--- src/rtl/scan_pkg.sv ---
// Shared types and constants for the scan_seq138 display scan sequencer.
package scan_pkg;

  // Scan FSM states.
  typedef enum logic [1:0] {
    IDLE  = 2'd0,
    BLANK = 2'd1,
    ON    = 2'd2
  } state_t;

  // Decoder enable patterns, ordered {G1,G2,G3}.
  localparam logic [2:0] G_ON  = 3'b100;
  localparam logic [2:0] G_OFF = 3'b011;

  // Width of the slot counter: large enough to hold the longer of the two
  // intervals without wrapping.
  function automatic int cnt_width(input int scan_div, input int blank_cyc);
    int longest;
    longest = (scan_div > blank_cyc) ? scan_div : blank_cyc;
    return (longest < 1) ? 1 : $clog2(longest + 1);
  endfunction

endpackage

--- src/rtl/slot_timer.sv ---
// Loadable down-counter with terminal-count flag. Loading N-1 on entry to an
// interval makes tc rise in the interval's last cycle, so the interval lasts
// exactly N cycles. The count parks at zero instead of wrapping.
module slot_timer #(
  parameter int W = 4
) (
  input  logic         clk,
  input  logic         rst_n,
  input  logic         clear,
  input  logic         load,
  input  logic [W-1:0] load_val,
  output logic         tc
);

  logic [W-1:0] count;

  // Counter register: clear has priority over load, load over decrement.
  // NOTE: clocked state is written with <= so every register samples the
  // pre-edge values of its inputs, independent of statement order.
  always_ff @(posedge clk) begin
    if (!rst_n) begin
      count <= '0;
    end else if (clear) begin
      count <= '0;
    end else if (load) begin
      count <= load_val;
    end else if (count != '0) begin
      count <= count - W'(1);
    end
  end

  assign tc = (count == '0);

endmodule

--- src/rtl/scan_seq138.sv ---
// Multiplexed-display scan sequencer driving a 3-to-8 active-low decoder.
// The FSM, index and frame buffers form one stage; the decoder-facing
// outputs are registered from that stage, so they trail the FSM by a cycle
// except when en drops, which blanks the outputs on the same edge.
module scan_seq138
  import scan_pkg::*;
#(
  parameter int SCAN_DIV  = 50000,
  parameter int BLANK_CYC = 16,
  parameter int NUM_CH    = 8
) (
  input  logic        clk,
  input  logic        rst_n,
  input  logic        en,
  input  logic        load,
  input  logic [31:0] data_in,
  output logic        A0,
  output logic        A1,
  output logic        A2,
  output logic        G1,
  output logic        G2,
  output logic        G3,
  output logic [3:0]  nibble,
  output logic        frame_start
);

  localparam int             CW         = cnt_width(SCAN_DIV, BLANK_CYC);
  localparam logic [CW-1:0]  ON_LOAD    = CW'(SCAN_DIV - 1);
  localparam logic [CW-1:0]  BLANK_LOAD = CW'((BLANK_CYC > 0) ? BLANK_CYC - 1 : 0);
  localparam logic [2:0]     LAST_IDX   = 3'(NUM_CH - 1);
  localparam logic           HAS_BLANK  = (BLANK_CYC > 0);

  // FSM stage
  state_t        state, state_nxt;
  logic [2:0]    idx, idx_nxt;
  logic          frame_go, frame_go_nxt;  // FSM just entered idx 0
  logic          slot_go, slot_go_nxt;    // FSM just entered a new slot
  logic          commit;                  // frame boundary this cycle

  // Slot timer control
  logic          tmr_clear;
  logic          tmr_load;
  logic [CW-1:0] tmr_val;
  logic          tmr_tc;

  // Frame buffers
  logic [31:0]   pending;
  logic [31:0]   active;
  logic          pend_valid;

  // Output registers
  logic [2:0]    sel;
  logic [2:0]    g;

  slot_timer #(
    .W (CW)
  ) u_timer (
    .clk      (clk),
    .rst_n    (rst_n),
    .clear    (tmr_clear),
    .load     (tmr_load),
    .load_val (tmr_val),
    .tc       (tmr_tc)
  );

  // Next-state logic: interval sequencing, index advance and frame commit.
  // NOTE: every signal assigned here gets a default first, so no path can
  // leave one unassigned and infer a latch.
  always_comb begin
    state_nxt    = state;
    idx_nxt      = idx;
    frame_go_nxt = 1'b0;
    slot_go_nxt  = 1'b0;
    commit       = 1'b0;
    tmr_clear    = 1'b0;
    tmr_load     = 1'b0;
    tmr_val      = ON_LOAD;

    if (!en) begin
      // Abandon any partial slot; a restart always begins a fresh frame.
      state_nxt = IDLE;
      idx_nxt   = 3'd0;
      tmr_clear = 1'b1;
    end else begin
      case (state)
        IDLE: begin
          idx_nxt      = 3'd0;
          commit       = 1'b1;
          frame_go_nxt = 1'b1;
          slot_go_nxt  = 1'b1;
          tmr_load     = 1'b1;
          state_nxt    = HAS_BLANK ? BLANK : ON;
          tmr_val      = HAS_BLANK ? BLANK_LOAD : ON_LOAD;
        end

        BLANK: begin
          if (tmr_tc) begin
            state_nxt = ON;
            tmr_load  = 1'b1;
            tmr_val   = ON_LOAD;
          end
        end

        ON: begin
          if (tmr_tc) begin
            slot_go_nxt = 1'b1;
            tmr_load    = 1'b1;
            state_nxt   = HAS_BLANK ? BLANK : ON;
            tmr_val     = HAS_BLANK ? BLANK_LOAD : ON_LOAD;
            if (idx == LAST_IDX) begin
              idx_nxt      = 3'd0;
              commit       = 1'b1;
              frame_go_nxt = 1'b1;
            end else begin
              idx_nxt = idx + 3'd1;
            end
          end
        end

        default: begin
          state_nxt = IDLE;
          idx_nxt   = 3'd0;
          tmr_clear = 1'b1;
        end
      endcase
    end
  end

  // FSM state, channel index and slot/frame entry pulses.
  always_ff @(posedge clk) begin
    if (!rst_n) begin
      state    <= IDLE;
      idx      <= 3'd0;
      frame_go <= 1'b0;
      slot_go  <= 1'b0;
    end else begin
      state    <= state_nxt;
      idx      <= idx_nxt;
      frame_go <= frame_go_nxt;
      slot_go  <= slot_go_nxt;
    end
  end

  // Double-buffered frame data: a commit moves the old pending into active
  // while a coincident load still lands in pending and keeps it valid.
  // NOTE: the buffers are reset because a reset must discard queued data;
  // they are plain flops, not a RAM, so this costs nothing structural.
  always_ff @(posedge clk) begin
    if (!rst_n) begin
      pending    <= '0;
      active     <= '0;
      pend_valid <= 1'b0;
    end else begin
      if (commit && pend_valid) begin
        active <= pending;
      end
      if (load) begin
        pending    <= data_in;
        pend_valid <= 1'b1;
      end else if (commit) begin
        pend_valid <= 1'b0;
      end
    end
  end

  // Decoder-facing output registers; A and nibble only move at slot entry,
  // so the selects are stable for the whole time the decoder is enabled.
  always_ff @(posedge clk) begin
    if (!rst_n) begin
      sel         <= 3'd0;
      g           <= G_OFF;
      nibble      <= 4'd0;
      frame_start <= 1'b0;
    end else if (!en) begin
      sel         <= 3'd0;
      g           <= G_OFF;
      frame_start <= 1'b0;
    end else begin
      sel         <= (state == IDLE) ? 3'd0 : idx;
      g           <= (state == ON) ? G_ON : G_OFF;
      frame_start <= frame_go;
      if (slot_go) begin
        nibble <= active[{idx, 2'b00} +: 4];
      end
    end
  end

  assign A0 = sel[0];
  assign A1 = sel[1];
  assign A2 = sel[2];
  assign G1 = g[2];
  assign G2 = g[1];
  assign G3 = g[0];

endmodule

--- config.mk ---
export PLATFORM = sky130hd
export DESIGN_NAME = scan_seq138
export DESIGN_NICKNAME = d
export VERILOG_FILES = /design/src/rtl/scan_pkg.sv /design/src/rtl/slot_timer.sv /design/src/rtl/scan_seq138.sv
export SDC_FILE = /design/constraint.sdc
export NUM_CORES = 1
export LEC_CHECK = 0
export BUFFER_PORTS_ARGS = -buffer_cell sky130_fd_sc_hd__buf_4
export CAP_MARGIN = 20
export CORE_ASPECT_RATIO = 1.2
export CORE_MARGIN = 2
export CORE_UTILIZATION = 45
export CTS_CLUSTER_SIZE = 25
export DETAILED_ROUTE_END_ITERATION = 16
export PLACE_DENSITY = 0.66
export SETUP_SLACK_MARGIN = 0.2
export SYNTH_ARGS = -nofsm -noshare
export SYNTH_HDL_FRONTEND = slang
export SYNTH_HIERARCHICAL = 1
export SYNTH_SLANG_ARGS = --single-unit
export TNS_END_PERCENT = 50
--- constraint.sdc ---
create_clock -name clk -period 2.7 [get_ports clk]
set_input_delay 0.135 -clock clk [delete_from_list [all_inputs] [get_ports clk]]
set_output_delay 0.135 -clock clk [all_outputs]
set_load 0.02 [all_outputs]
==> flow_summary.json, run 1 <==
{
  "die_height_um": 113,
  "setup_viol": 0,
  "period_needed_ps": 2330,
  "syn_inst": 460,
  "avgSynthCellArea_um2": 9.61,
  "layout-drive-gt1-share": 0.178,
  "cp_data_required_time_ps": 2970,
  "clk_latency_ps": 340,
  "rows": 39,
  "finalWirelength_um": 9120,
  "synth-edff-count": 0,
  "cap_violations": 0,
  "worstPathArrival_ps": 2600,
  "io_pins": 47,
  "area_growth_pct": 18.0,
  "pwr-share-clk": 0.377,
  "drtPass1Iterations": 4,
  "coreArea_mm2": 0.00956,
  "clockBufferDepth": 2,
  "ys_ff_latch": 98,
  "fin_util": 0.545,
  "nFillCells": 889,
  "crit_type": "flip-flop to flip-flop",
  "num_antenna_cells": 0,
  "synth_common_cells": "98 x dfxtp_1, 49 x mux2i_1, 42 x o21ai_0",
  "grt.total_usage": 0.180,
  "die_area_mm2": 0.0106,
  "cts_buffers": 9,
  "fmax_mhz": 429,
  "hpwlAfterDp_um": 5990,
  "yosysMostFrequentCell": "dfxtp_1",
  "place_congestion": 0.816,
  "numClockSinks": 98,
  "worst_pin_slew_ps": 922,
  "synth_warnings": 6,
  "synthTopCellsByArea": "dfxtp_1 44%, mux2i_1 11%, nor2b_1 5.0%, o21ai_0 4.8%, nand3_1 4.4%",
  "yosys.area.top_type": "dfxtp_1",
  "route.detailed.drc": 0,
  "dp_slack_ps": 203,
  "whs_ps": 46.5,
  "max_slew_margin": 0.384,
  "viasPerCell": 5.27,
  "p_leak_nw": 1.99,
  "cp-end-kind": "flip-flop",
  "num_vias": 3314,
  "routedWlPerCell_um": 14.5,
  "finalHoldViolations": 0,
  "cts_tree": "done",
  "status": "complete, no violations",
  "rsz0062_at_grt": "no",
  "drv_slew": 0,
  "p_int_mw": 2.66,
  "ctsRootBufferMaster": "clkbuf_16",
  "skew_ps": 9.39,
  "clkTransAtPathRegs_ps": 70,
  "htreeDepth": 3,
  "drtAntennaViolNets": 0,
  "start_util": 0.462,
  "ys_async_sr_fraction": 0,
  "grt_max_degree": 75,
  "p_switching_uw": 987,
  "finalCritPeriodShare": 0.863,
  "antenna_found_initial": 0,
  "power_mw": 3.65,
  "grt_first_pass_wirelength_um": 15300,
  "seq_area_frac_synth": 0.444,
  "yosys.area.top_type_share": 0.444,
  "final_nets": 544,
  "synthesis.area_mm2": 0.00442,
  "grt_pass1_vias": 3232,
  "swShare": 0.271,
  "crit_path_start_kind": "flip-flop",
  "synthFlopType": "dfxtp_1",
  "portBuffers": 46,
  "die_x_um": 94.5,
  "powerDensity_mw_per_mm2": 699,
  "tns_ps": 0,
  "yosysUniqueCellTypes": 47,
  "combPwrFrac": 0.185,
  "cp_max_fo": 14,
  "hold_class": "input port to flip-flop",
  "setup_ws_ps": 371,
  "drtIter0Drc": 209,
  "p_seq_frac": 0.438,
  "grt_overflow": 0,
  "ir_worst_vdd_uv": 390
}
## power by group through the flow
stage,combinational (mW),clock (mW),sequential (mW)
floorplan,0.490,0,1.61
global placement,0.641,0,1.62
detailed placement,0.655,0,1.63
CTS,0.661,1.40,1.60
global route,0.748,1.47,1.60
finish,0.675,1.38,1.60
## what timing repair did
action / 4_1_cts / 5_1_grt
setup buffers: 0 / 1
hold buffers: 0 / 0
setup endpoints to repair: 1 / 6
resized for setup: 1 / 3
pin swaps: 0 / 1
## flip-flops by register name, summed over array words and instances, names as in the netlist, 2 cells and up
signal	cells
idx	3
state	2
u_timer/count	16
pending	32
sel	3
nibble	4
g	2
active	32
## per-layer routing
| layer | track usage | vias to the layer above | share of wire | wire (um) |
|---|---|---|---|---|
| li1 | - | 1696 | - | - |
| met1 | 0.247 | 1535 | 0.47 | 4320 |
| met2 | 0.280 | 70 | 0.47 | 4300 |
| met3 | 0.0396 | 13 | 0.039 | 354 |
| met4 | 0.0609 | 0 | 0.016 | 143 |
| met5 | 0 | - | 0 | 0 |
## worst paths after layout
check / start / cells after the start / to / slack (ps)
min reg2reg: pending[3]$_SDFFE_PN0P_ / 2 / active[3]$_SDFFE_PN0P_ / 460
min: data_in[21] / 3 / pending[21]$_SDFFE_PN0P_ / 50
max: u_timer/count[4]$_SDFFE_PP0P_ / 10 / u_timer/count[15]$_SDFFE_PP0P_ / 370
max reg2reg: u_timer/count[4]$_SDFFE_PP0P_ / 10 / u_timer/count[15]$_SDFFE_PP0P_ / 370
## critical path, cell delays in order (launching register included)
cell and delay (ps):
dfxtp_1 360, nor4_1 500, nand4_4 230, inv_6 170, a21oi_1 90, nor2_2 260, inv_4 100, nor2_1 110
buf_4 190, nand2_1 80, a211oi_2 170
## area by class of cell
class	instances	area [um2]	share of cell area
well taps	123	154	0.0295
multi-input cells	326	2290	0.440
clock inverters	4	75.1	0.0144
inverters	8	37.5	0.00720
clock buffers	12	246	0.0473
repair buffers	58	448	0.0859
flip-flops and latches	98	1960	0.376
## metrics by stage
step | cell area [um2] | instances
floorplan | 4460 | 469
global placement | 4870 | 612
finish | 5220 | 629
detailed placement | 4870 | 612
CTS | 5200 | 628
global route | 5220 | 629
## logic make-up after synthesis
group | synth area share
and+or+nand+nor | 0.185
DFF | 0.444
muxes | 0.134
adders and majority gates | 0.0198
AOI/OAI and AO/OA | 0.146
xor gates and xnor gates | 0.0218
buffers and inverters | 0.0484
other | 0.00170
## cell usage in the layout (no fill, tap or decap), types with 11 or more instances in the layout
cell      instances
buf_4            57
o21ai_0          42
nor2b_1          35
a21oi_1          11
nand3_1          39
nor2_1           11
conb_1           11
a21boi_1         26
nand2_1          16
dfxtp_1          98
mux2i_1          49
No activity file was read; power rests on OpenSTA's default activity.
==> inputs of run 2 (changes only) <==
--- a/config.mk
+++ b/config.mk
@@ -8,11 +8,11 @@
 export BUFFER_PORTS_ARGS = -buffer_cell sky130_fd_sc_hd__buf_4
 export CAP_MARGIN = 20
 export CORE_ASPECT_RATIO = 1.2
-export CORE_MARGIN = 2
 export CORE_UTILIZATION = 45
 export CTS_CLUSTER_SIZE = 25
 export DETAILED_ROUTE_END_ITERATION = 16
 export PLACE_DENSITY = 0.66
+export RECOVER_POWER = 100
 export SETUP_SLACK_MARGIN = 0.2
 export SYNTH_ARGS = -nofsm -noshare
 export SYNTH_HDL_FRONTEND = slang
==> run 2 against run 1 <==
- the run now ends with max-capacitance violations, max-slew violations left
- clock power is 11% lower
- count of clock-buffer cells in the layout stayed put
- maximum frequency is 4.5% lower
- flip-flop and latch count stayed put
- sequential power hardly changed
- core utilization is 0.57 points lower
- worst hold slack better by 2.1 ps
- final cell count is 0.48% higher
- design area is 1.6% lower
- clock skew is 3.7 ps lower
==> flow_summary.json, run 2 (synthesized netlist as in run 1, its figures left out) <==
{
  "worstPathArrival_ps": 2700,
  "grt_max_degree": 72,
  "worst_pin_slew_ps": 2440,
  "start_util": 0.465,
  "portBuffers": 46,
  "p_seq_frac": 0.457,
  "die_height_um": 111,
  "area_growth_pct": 16.2,
  "clkTransAtPathRegs_ps": 60,
  "largestRegisters": "active (32), pending (32), u_timer/count (16)",
  "cap_violations": 1,
  "clockBufferDepth": 2,
  "multiInputGateArea_mm2": 0.00228,
  "viasPerCell": 5.28,
  "nFillCells": 912,
  "dp_slack_ps": 203,
  "pwr-share-clk": 0.350,
  "fmax_mhz": 410,
  "crit_type": "flip-flop to flip-flop",
  "io_pins": 47,
  "ir_worst_vdd_uv": 303,
  "cp-end-kind": "flip-flop",
  "drtAntennaViolNets": 0,
  "place_congestion": 0.807,
  "final_cell_mix": "98 x dfxtp_1, 50 x o21ai_0, 49 x mux2i_1",
  "finalHoldViolations": 0,
  "crit_path_start_kind": "flip-flop",
  "status": "complete, but fails checks",
  "final-seq-area_mm2": 0.00196,
  "num_vias": 3336,
  "cp_data_required_time_ps": 2960,
  "drtIter0Drc": 155,
  "combPwrFrac": 0.193,
  "route.detailed.drc": 0,
  "cp_max_fo": 15,
  "violations": "max-capacitance violations, max-slew violations",
  "p_int_mw": 2.52,
  "die_area_mm2": 0.0102,
  "clk_latency_ps": 340,
  "num_antenna_cells": 0,
  "rows": 39,
  "finalCritPeriodShare": 0.903,
  "numClockSinks": 98,
  "skew_ps": 5.64,
  "whs_ps": 48.6,
  "fin_util": 0.540,
  "hpwlAfterDp_um": 6110,
  "fin_area_mm2": 0.00513,
  "grt_overflow": 0,
  "grt_pass1_vias": 3178,
  "powerDensity_mw_per_mm2": 682,
  "setup_viol": 0,
  "ctsRootBufferMaster": "clkbuf_16",
  "place_area_mm2": 0.00488,
  "max_slew_margin": -0.629,
  "setup_ws_ps": 262,
  "layout-drive-gt1-share": 0.155,
  "grt.total_usage": 0.190,
  "die_x_um": 92.5,
  "drtPass1Iterations": 4,
  "swShare": 0.280,
  "postCtsHoldBufs": 0,
  "htreeDepth": 3,
  "cts_tree": "done",
  "hold_class": "input port to flip-flop",
  "rsz0062_at_grt": "no",
  "finalWirelength_um": 9200,
  "routedWlPerCell_um": 14.5,
  "p_leak_nw": 1.92,
  "coreArea_mm2": 0.00952,
  "r2r_setup_slack_ps": 260,
  "period_needed_ps": 2440,
  "grt_first_pass_wirelength_um": 15400,
  "final_common_cell": "dfxtp_1",
  "antenna_found_initial": 0,
  "cts_buffers": 9,
  "tns_ps": 0,
  "p_switching_uw": 979,
  "final_nets": 547,
  "drv_slew": 34
}
-- run 2: metrics by stage --
stage | cells | total power, mW
5_1_grt | 632 | 3.68
2_1_floorplan | 469 | 2.11
6_report | 632 | 3.50
3_3_place_gp | 614 | 2.27
3_5_place_dp | 614 | 2.30
4_1_cts | 630 | 3.53
-- run 2: metal layers --
layer | vias up | track usage | part of all wire
li1 | 1698 | - | -
met1 | 1581 | 0.249 | 0.48
met2 | 47 | 0.305 | 0.47
met3 | 10 | 0.0427 | 0.030
met4 | 0 | 0.0677 | 0.016
met5 | - | 0 | 0
-- run 2: area by class of cell --
class / instances / share of cell area
multi-input cells: 326 / 0.445
flip-flops and latches: 98 / 0.382
repair buffers: 61 / 0.0792
clock buffers: 12 / 0.0519
well taps: 123 / 0.0300
inverters: 8 / 0.00731
clock inverters: 4 / 0.00487
-- run 2: power by group through the flow --
stage	Combinational, mW	Clock (mW)	Sequential [mW]
after floorplan	0.490	0	1.61
after global placement	0.651	0	1.62
after detailed placement	0.667	0	1.63
after CTS	0.673	1.26	1.60
after global routing	0.751	1.32	1.61
final	0.675	1.23	1.60
-- run 2: path summary, 6_finish.rpt --
check,end,depth (start not counted),start
setup reg to reg,active[12]$_SDFFE_PN0P_,9,u_timer/count[0]$_SDFFE_PP0P_
hold reg to reg,active[15]$_SDFFE_PN0P_,2,pending[15]$_SDFFE_PN0P_
setup / recovery,active[12]$_SDFFE_PN0P_,9,u_timer/count[0]$_SDFFE_PP0P_
hold / removal,pending[3]$_SDFFE_PN0P_,3,data_in[3]
-- run 2: repair_timing --
action                     4_1_cts  5_1_grt
buffers inserted                 0        2
resized for setup                1        3
setup endpoints to repair        1        7
pin swaps                        0        1
-- run 2: critical path, cell delays in order, from the launching register on --
cell	delay, ps
dfxtp_1	360
inv_1	100
ha_1	190
nor3b_4	240
nand4_4	190
inv_6	160
a31o_1	540
buf_4	320
nand3_1	90
a21boi_0	180
==> inputs of run 3 (changes only) <==
--- a/config.mk
+++ b/config.mk
@@ -11,7 +11,7 @@
 export CORE_UTILIZATION = 45
 export CTS_CLUSTER_SIZE = 25
 export DETAILED_ROUTE_END_ITERATION = 16
-export PLACE_DENSITY = 0.66
+export PLACE_DENSITY_LB_ADDON = 0.05
 export RECOVER_POWER = 100
 export SETUP_SLACK_MARGIN = 0.2
 export SYNTH_ARGS = -nofsm -noshare
==> run 3 against run 2 <==
- the flow now finishes without violations
- global-route usage fell by 0.14 points
- power rose by 0.35%
- maximum frequency rose by 3.4%
- core utilization fell by 0.21 points
- setup slack improved by 81 ps
- flip-flop and latch count did not move
- sequential power barely moved
- critical path depth fell by 5
- die area did not move
- design area fell by 0.39%
- combinational power barely moved
- critical endpoint is now nibble[2]$_SDFFE_PN0P_
==> flow_summary.json, run 3 (synthesized netlist as in run 1, its figures left out) <==
{
  "status": "complete, no violations",
  "grt.total_usage": 0.189,
  "setup_viol": 0,
  "die_height_um": 111,
  "start_util": 0.465,
  "fin_area_mm2": 0.00511,
  "clockBufferDepth": 2,
  "viasPerCell": 5.30,
  "rsz0062_at_grt": "no",
  "drv_slew": 0,
  "layout-drive-gt1-share": 0.145,
  "tns_ps": 0,
  "place_area_mm2": 0.00487,
  "hpwlAfterDp_um": 6210,
  "dp_slack_ps": 215,
  "crit_path_start_kind": "flip-flop",
  "routedWlPerCell_um": 14.6,
  "p_leak_nw": 1.90,
  "nFillCells": 917,
  "io_pins": 47,
  "cap_violations": 0,
  "final_cell_mix": "98 x dfxtp_1, 49 x o21ai_0, 49 x mux2i_1",
  "ctsRootBufferMaster": "clkbuf_16",
  "rows": 39,
  "clk_latency_ps": 340,
  "finalCritPeriodShare": 0.873,
  "whs_ps": 49.3,
  "drtAntennaViolNets": 0,
  "cts_buffers": 9,
  "die_x_um": 92.5,
  "grt_max_degree": 74,
  "fin_util": 0.538,
  "largestRegisters": "active (32), pending (32), u_timer/count (16)",
  "place_congestion": 0.823,
  "cts_tree": "done",
  "drtPass1Iterations": 4,
  "finalHoldViolations": 0,
  "place_inst": 611,
  "grt_first_pass_wirelength_um": 15400,
  "coreArea_mm2": 0.00952,
  "cp_data_required_time_ps": 2970,
  "crit_type": "flip-flop to flip-flop",
  "num_antenna_cells": 0,
  "route.detailed.drc": 0,
  "fmax_mhz": 424,
  "grt_pass1_vias": 3168,
  "hold_class": "input port to flip-flop",
  "powerDensity_mw_per_mm2": 687,
  "finalWirelength_um": 9140,
  "final_common_cell": "dfxtp_1",
  "area_growth_pct": 15.7,
  "skew_ps": 4.97,
  "grt_overflow": 0,
  "portBuffers": 46,
  "htreeDepth": 3,
  "final_nets": 543,
  "power_mw": 3.51,
  "setup_ws_ps": 343,
  "stdcell_count": 627,
  "antenna_found_initial": 0,
  "ir_worst_vdd_uv": 386,
  "max_slew_margin": 0.115,
  "worst_pin_slew_ps": 1330,
  "die_area_mm2": 0.0102,
  "cp_max_fo": 19,
  "worstPathArrival_ps": 2630,
  "numClockSinks": 98,
  "drtIter0Drc": 118,
  "postCtsHoldBufs": 0,
  "num_vias": 3322,
  "period_needed_ps": 2360,
  "cp-end-kind": "flip-flop",
  "clkTransAtPathRegs_ps": 60
}
-- run 3: report_power, final --
part | switching (mW) | total (mW) | internal [mW]
logic | 0.379 | 0.673 | 0.294
registers | 0.0710 | 1.60 | 1.53
clock network | 0.507 | 1.24 | 0.735
total | 0.957 | 3.51 | 2.56
-- run 3: final timing paths --
path	slack [ps]	to	depth (start not counted)	from
max	340	nibble[2]$_SDFFE_PN0P_	4	idx[0]$_SDFFE_PN0P_
min	50	pending[7]$_SDFFE_PN0P_	3	data_in[7]
max reg2reg	340	nibble[2]$_SDFFE_PN0P_	4	idx[0]$_SDFFE_PN0P_
min reg2reg	460	frame_start$_SDFF_PN0_	1	frame_go$_SDFF_PN0_
-- run 3: layout make-up --
class,instances,area [um2],area share
multi-input combinational,326,2300,0.449
tap,123,154,0.0301
sequential,98,1960,0.384
clock inverter,3,40.0,0.00783
timing repair buffer,57,380,0.0744
clock buffer,12,246,0.0482
inverter,8,36.3,0.00709
-- run 3: timing repair --
| item | 4_1_cts | 5_1_grt |
|---|---|---|
| buffers inserted | 0 | 1 |
| pin swaps | 0 | 1 |
| resized for setup | 1 | 4 |
| endpoints found under the setup margin | 2 | 5 |
-- run 3: critical path, cell delays in order (launching register included) --
cell and delay, ps:
dfxtp_1 330, clkbuf_1 970, mux2i_1 330, mux4_2 510
a21oi_1 140
-- run 3: layer usage --
layer	global-route usage	share of wire	vias up
li1	-	-	1692
met1	0.247	0.47	1564
met2	0.300	0.48	51
met3	0.0372	0.032	15
met4	0.0813	0.021	0
met5	0	0	-
